<file path="src/rtl/spix_responder_pkg.sv">
// Shared constants and state encoding for the SPI flash read responder.
// Controller benches import this to speak the same opcodes and header length.
package spix_responder_pkg;

    localparam logic [7:0] CMD_READ = 8'h03;
    localparam logic [7:0] CMD_RDID = 8'h9F;
    localparam logic [7:0] CMD_RDSR = 8'h05;

    localparam int CMD_BITS = 8;
    localparam int HDR_BITS = 32;
    localparam int RD_BIT   = HDR_BITS - 3;

    typedef enum logic [2:0] {
        ST_IDLE,
        ST_CMD,
        ST_ADDR,
        ST_DATA,
        ST_ID,
        ST_STAT,
        ST_IGNORE
    } state_t;

    function automatic state_t decode_cmd(input logic [7:0] c);
        state_t s;
        s = ST_IGNORE;
        unique case (1'b1)
            (c == CMD_READ): s = ST_ADDR;
            (c == CMD_RDID): s = ST_ID;
            (c == CMD_RDSR): s = ST_STAT;
            default:         s = ST_IGNORE;
        endcase
        return s;
    endfunction

endpackage

</file>
<file path="src/rtl/spix_responder.sv">
// SPI flash responder: 03 read with continuous word prefetch, 9F JEDEC ID,
// 05 status. One bit per i_clk cycle in which sck is high.
module spix_responder
    import spix_responder_pkg::*;
#(
    parameter int          AW        = 22,
    parameter logic [23:0] DEVICE_ID = 24'hEF4016
) (
    input  logic          i_clk,
    input  logic          i_reset_n,
    input  logic          i_spi_cs_n,
    input  logic          i_spi_sck,
    input  logic          i_spi_mosi,
    output logic          o_spi_miso,
    output logic          o_mem_rd,
    output logic [AW-1:0] o_mem_addr,
    input  logic [31:0]   i_mem_data
);

    localparam logic [5:0] N_CMD_END = 6'(CMD_BITS - 1);
    localparam logic [5:0] N_RD      = 6'(RD_BIT);
    localparam logic [5:0] N_HDR_END = 6'(HDR_BITS - 1);

    state_t      state, state_d;
    logic        armed;
    logic [5:0]  n;
    logic [6:0]  cmd_sh;
    logic [20:0] addr_sh;
    logic [31:0] out_sh;
    logic [31:0] nxt_word;
    logic [23:0] id_sh;
    logic        rd_d;

    logic        strobe;
    logic        hdr_phase;
    logic [7:0]  cmd;
    logic [21:0] word_addr;
    logic [31:0] load_word;

    always_comb begin
        strobe    = !i_spi_cs_n && i_spi_sck;
        hdr_phase = (state == ST_CMD) || (state == ST_IDLE && armed);
        cmd       = {cmd_sh, i_spi_mosi};
        word_addr = {addr_sh, i_spi_mosi};
        load_word = rd_d ? i_mem_data : nxt_word;
        state_d   = state;
        unique case (state)
            // unarmed means reset let go mid-frame: sit out this frame
            ST_IDLE: state_d = armed ? ST_CMD : ST_IGNORE;
            ST_CMD:
                if (strobe && n == N_CMD_END)
                    state_d = decode_cmd(cmd);
            ST_ADDR:
                if (strobe && n == N_HDR_END)
                    state_d = ST_DATA;
            default: state_d = state;
        endcase
        if (i_spi_cs_n)
            state_d = ST_IDLE;
    end

    always_ff @(posedge i_clk or negedge i_reset_n) begin
        if (!i_reset_n)
            state <= ST_IDLE;
        else
            state <= state_d;
    end

    always_ff @(posedge i_clk or negedge i_reset_n) begin
        if (!i_reset_n) begin
            armed      <= 1'b0;
            n          <= '0;
            cmd_sh     <= '0;
            addr_sh    <= '0;
            out_sh     <= '0;
            nxt_word   <= '0;
            id_sh      <= '0;
            rd_d       <= 1'b0;
            o_spi_miso <= 1'b0;
            o_mem_rd   <= 1'b0;
            o_mem_addr <= '0;
        end else begin
            armed    <= armed | i_spi_cs_n;
            o_mem_rd <= 1'b0;
            rd_d     <= o_mem_rd;
            if (rd_d)
                nxt_word <= i_mem_data;
            if (i_spi_cs_n) begin
                n          <= '0;
                cmd_sh     <= '0;
                addr_sh    <= '0;
                out_sh     <= '0;
                id_sh      <= '0;
                o_spi_miso <= 1'b0;
            end else if (strobe) begin
                n <= n + 6'd1;
                unique case (state)
                    ST_IDLE, ST_CMD: begin
                        if (hdr_phase) begin
                            cmd_sh <= cmd[6:0];
                            if (state_d == ST_ID) begin
                                o_spi_miso <= DEVICE_ID[23];
                                id_sh <= {DEVICE_ID[22:0], DEVICE_ID[23]};
                            end
                        end
                    end
                    ST_ADDR: begin
                        addr_sh <= word_addr[20:0];
                        if (n == N_RD) begin
                            o_mem_rd   <= 1'b1;
                            o_mem_addr <= AW'(word_addr);
                        end
                        if (n == N_HDR_END) begin
                            o_spi_miso <= load_word[31];
                            out_sh     <= {load_word[30:0], 1'b0};
                        end
                    end
                    ST_DATA: begin
                        // prefetch the next word right after its predecessor starts
                        if (n[4:0] == 5'd0) begin
                            o_mem_rd   <= 1'b1;
                            o_mem_addr <= o_mem_addr + AW'(1);
                        end
                        if (n[4:0] == 5'd31) begin
                            o_spi_miso <= load_word[31];
                            out_sh     <= {load_word[30:0], 1'b0};
                        end else begin
                            o_spi_miso <= out_sh[31];
                            out_sh     <= {out_sh[30:0], 1'b0};
                        end
                    end
                    ST_ID: begin
                        o_spi_miso <= id_sh[23];
                        id_sh      <= {id_sh[22:0], id_sh[23]};
                    end
                    default: ;
                endcase
            end
        end
    end

endmodule

</file>
<file path="config.mk">
export PLATFORM = sky130hd
export DESIGN_NAME = spix_responder
export DESIGN_NICKNAME = d
export VERILOG_FILES = /design/src/rtl/spix_responder_pkg.sv /design/src/rtl/spix_responder.sv
export SDC_FILE = /design/constraint.sdc
export NUM_CORES = 1
export LEC_CHECK = 0
export ABC_AREA = 0
export CORE_MARGIN = 5
export CORE_UTILIZATION = 65
export CTS_CLUSTER_DIAMETER = 40
export DETAILED_ROUTE_END_ITERATION = 8
export DONT_BUFFER_PORTS = 1
export PLACE_DENSITY = 0.84
export SYNTH_ARGS = -nofsm -noshare
export SYNTH_HDL_FRONTEND = slang
export SYNTH_SLANG_ARGS = --single-unit
export TNS_END_PERCENT = 100
</file>
<file path="constraint.sdc">
create_clock -name i_clk -period 5.95 [get_ports i_clk]
set_clock_uncertainty 0.15 [all_clocks]
set_input_delay 1.785 -clock i_clk [delete_from_list [all_inputs] [get_ports i_clk]]
set_output_delay 1.785 -clock i_clk [all_outputs]
set_load 0.005 [all_outputs]
</file>
==> results.sh <==
export IMPL_syn_avg_cell_area_sq_um=10.9
export IMPL_synth_enable_flop_cells=0
export IMPL_min_period_over_period_pct=63.6
export IMPL_grt_max_degree=151
export IMPL_place_gp_congestion=0.877
export IMPL_synth_top_cell_by_area="dfrtp_1"
export IMPL_relSlewSlack_pct=35.8
export IMPL_grt_pass1_wl_um=23200
export IMPL_ys_ff_latch=150
export IMPL_clkTransAtPathRegs_ps=60
export IMPL_syn_to_final_growth_pct=8.19
export IMPL_nFillCells=711
export IMPL_start_util_pct=66.3
export IMPL_max_cap_violations=0
export IMPL_cts_resized=0
export IMPL_hp_start="out_sh[17]$_DFFE_PN0P_"
export IMPL_synth_top_area_share_pct=55.3
export IMPL_cts_tree="yes"
export IMPL_drv_slew=0
export IMPL_dr_first_iter_drc_count=423
export IMPL_ir_drop_mv=0.189
export IMPL_syn_inst=622
export IMPL_die_x_um=112
export IMPL_path_class="in2reg"
export IMPL_worstSetupEndpointType="flop"
export IMPL_critPathTopFamily="compound AO/OA/AOI/OAI gates"
export IMPL_crit_buf_inv=1
export IMPL_core_area_sq_um=10200
export IMPL_insertion_delay_ps=530
export IMPL_ys_seq_area_share_pct=55.3
export IMPL_portBuffers=0
export IMPL_drc_errors=0
export IMPL_final_nets=643
export IMPL_hpwl_um=8460
export IMPL_cts_sinks=150
export IMPL_dieArea_sq_um=12600
export IMPL_io_pins=61
export IMPL_multiInputGateArea_sq_um=2820
export IMPL_synth_cell_type_count=50
export IMPL_cts_root_buf="clkbuf_8"
export IMPL_drive_above_1_share_pct=12.7
export IMPL_synth_commonest_cells="dfrtp_1 (150), nand2_1 (74), a21oi_1 (49)"
export IMPL_worst_path_stages=8
export IMPL_crit_required_ps=6260
export IMPL_grt_overflow=0
export IMPL_power_leakage_nw=3.43
export IMPL_synth_top_cells_by_area="dfrtp_1 (55%), mux2_2 (5.3%), mux2i_1 (4.9%), a22o_1 (4.4%), nand2_1 (4.1%)"
export IMPL_yosys_warnings=0
export IMPL_syn_nets=664
export IMPL_drtAntennaViolNets=0
export IMPL_period_needed_ps=3790
export IMPL_cp_data_arrival_time_ps=4100
export IMPL_clk_path_buf_depth=2
export IMPL_post_drt_wl_per_cell_um=18.0
export IMPL_fin_setup_tns_ps=0
export IMPL_dr_pass1_iters=5
export IMPL_hold_viol=0
export IMPL_setup_viol=0
export IMPL_outcome="finished clean"
export IMPL_cts_setup_buffers=0
export IMPL_r2r_cells=8
export IMPL_wirelength_um=13500
export IMPL_grtUsageTotal_pct=22.5
export IMPL_clock_fmax_ghz=0.264
export IMPL_num_rows=37
export IMPL_cp_max_fo=58
export IMPL_worst_slew_pin_slew_ps=963
export IMPL_cellPowerDensity_nw_per_um2=292
export IMPL_route_vias_total=4739
export IMPL_hp_class="reg2reg"
export IMPL_final_area_sq_um=7340
export IMPL_rr_startpoint="state[2]$_DFF_PN0_"
export IMPL_timing_rr_end="id_sh[21]$_DFFE_PN0P_"
export IMPL_start_kind="input port"
export IMPL_cts_hold_buf=0
export IMPL_cp_slowest_cell="o21ba_1"
export IMPL_async_reset_ff_share_pct=100
export IMPL_grt_antenna_before_repair=0
export IMPL_syn_area_sq_um=6780
export IMPL_die_height_um=112
export IMPL_rrSetupSlack_ps=2860
export IMPL_path_cells="nand2b_1, nor3_2, buf_4, a22oi_1, o21a_1, a311oi_2, o21ba_1, a22o_1"
export IMPL_num_antenna_cells=0
export IMPL_cts_buffers=17
export IMPL_viasPerCell=6.33
export IMPL_cpPeakStageDelay_ps=760
export IMPL_whs_endpoint="out_sh[17]$_DFFE_PN0P_"
export IMPL_ys_flop_type="dfrtp_1"
export IMPL_synth_most_common_cell="dfrtp_1"
export IMPL_rsz0062_at_grt="false"
export IMPL_hold_path_depth=2
export IMPL_htreeDepth=4
export IMPL_grt_pass1_vias=4745
export IMPL_dpl_cell_area_sq_um=6810
export IMPL_regArea_sq_um=3750
## sequential cells by signal, indices dropped and copies added (netlist names)
register / cells
addr_sh: 21
out_sh: 31
n: 6
state: 3
cmd_sh: 7
o_spi_miso: 1
armed: 1
o_mem_rd: 1
o_mem_addr: 22
id_sh: 24
nxt_word: 32
rd_d: 1
## final cells by class
cell class	instances	area share, %
multi-input combinational	419	38.4
clock buffer	18	5.83
timing repair buffer	6	0.614
tap	136	2.32
sequential	150	51.1
clock inverter	13	1.35
inverter	7	0.358
## cells in the final DEF (no fill, tap or decap), drive strengths merged, types with 2 or more instances in the layout
cell      instances
o21ai            25
a41oi             2
clkbuf           18
dfrtp           150
nand2b           12
nor2             35
o21bai            2
nor2b             3
o21a              2
o2bb2ai          11
a22o             34
nor4              2
ha                5
o22ai            11
nand4             4
and3              4
or2               2
a31oi             4
or3               3
and2              2
nand3            14
inv              11
clkinv            6
mux2i            33
buf               6
a21oi            49
o31ai            31
nor3              3
xnor2             2
o32ai             3
clkinvlp          3
and4              2
mux2             32
nand2            74
## power breakdown
part	internal (mW)	total (mW)	switching [mW]
combinational	0.0438	0.0949	0.0510
sequential	1.06	1.10	0.0352
clock	0.525	0.949	0.424
total	1.63	2.14	0.510
## routing by layer
layer  vias up  track usage (%)  share of wire, %
met2       148             34.9                49
met3        27             5.98               5.1
met5         -                0                 0
met4         0             8.97               2.1
li1       2210                -                 -
met1      2354             30.5                44
## worst reg2reg max path, cell delays in order (launching register included)
cell and delay [ps]:
dfrtp_1 520, nand2b_1 250, nor3_2 120, buf_4 280
a22oi_1 100, o21a_1 200, a311oi_2 350, o21ba_1 760
a22o_1 280
## how the worst max path moves through the flow
stage / end / start
2_1_floorplan: id_sh[10]$_DFFE_PN0P_ / i_spi_cs_n
3_3_place_gp: id_sh[12]$_DFFE_PN0P_ / i_spi_cs_n
3_5_place_dp: id_sh[21]$_DFFE_PN0P_ / i_spi_cs_n
4_1_cts: id_sh[21]$_DFFE_PN0P_ / i_spi_cs_n
5_1_grt: id_sh[21]$_DFFE_PN0P_ / i_spi_cs_n
6_report: id_sh[21]$_DFFE_PN0P_ / i_spi_cs_n
## cells by family after synthesis
kind of cell | share of synthesized area (%)
multiplexers | 10.2
AO/OA/AOI/OAI | 18.5
buffers and inverters | 3.38
adder cells (fa/ha/maj) | 0.922
flip-flops | 55.3
XOR/XNOR | 0.387
AND/OR/NAND/NOR | 11.3
## through the flow
step	util [%]	power [mW]	worst slack (ps)	hold slack (ps)	instances
after floorplan	-	1.19	2310	226	622
after global placement	66.6	1.20	1820	309	718
after detailed placement	66.6	1.21	1650	316	718
after CTS	71.7	2.16	2230	330	749
after global routing	71.7	2.23	2010	352	749
final	71.7	2.14	2160	328	749
(Power assumes the default switching activity.)
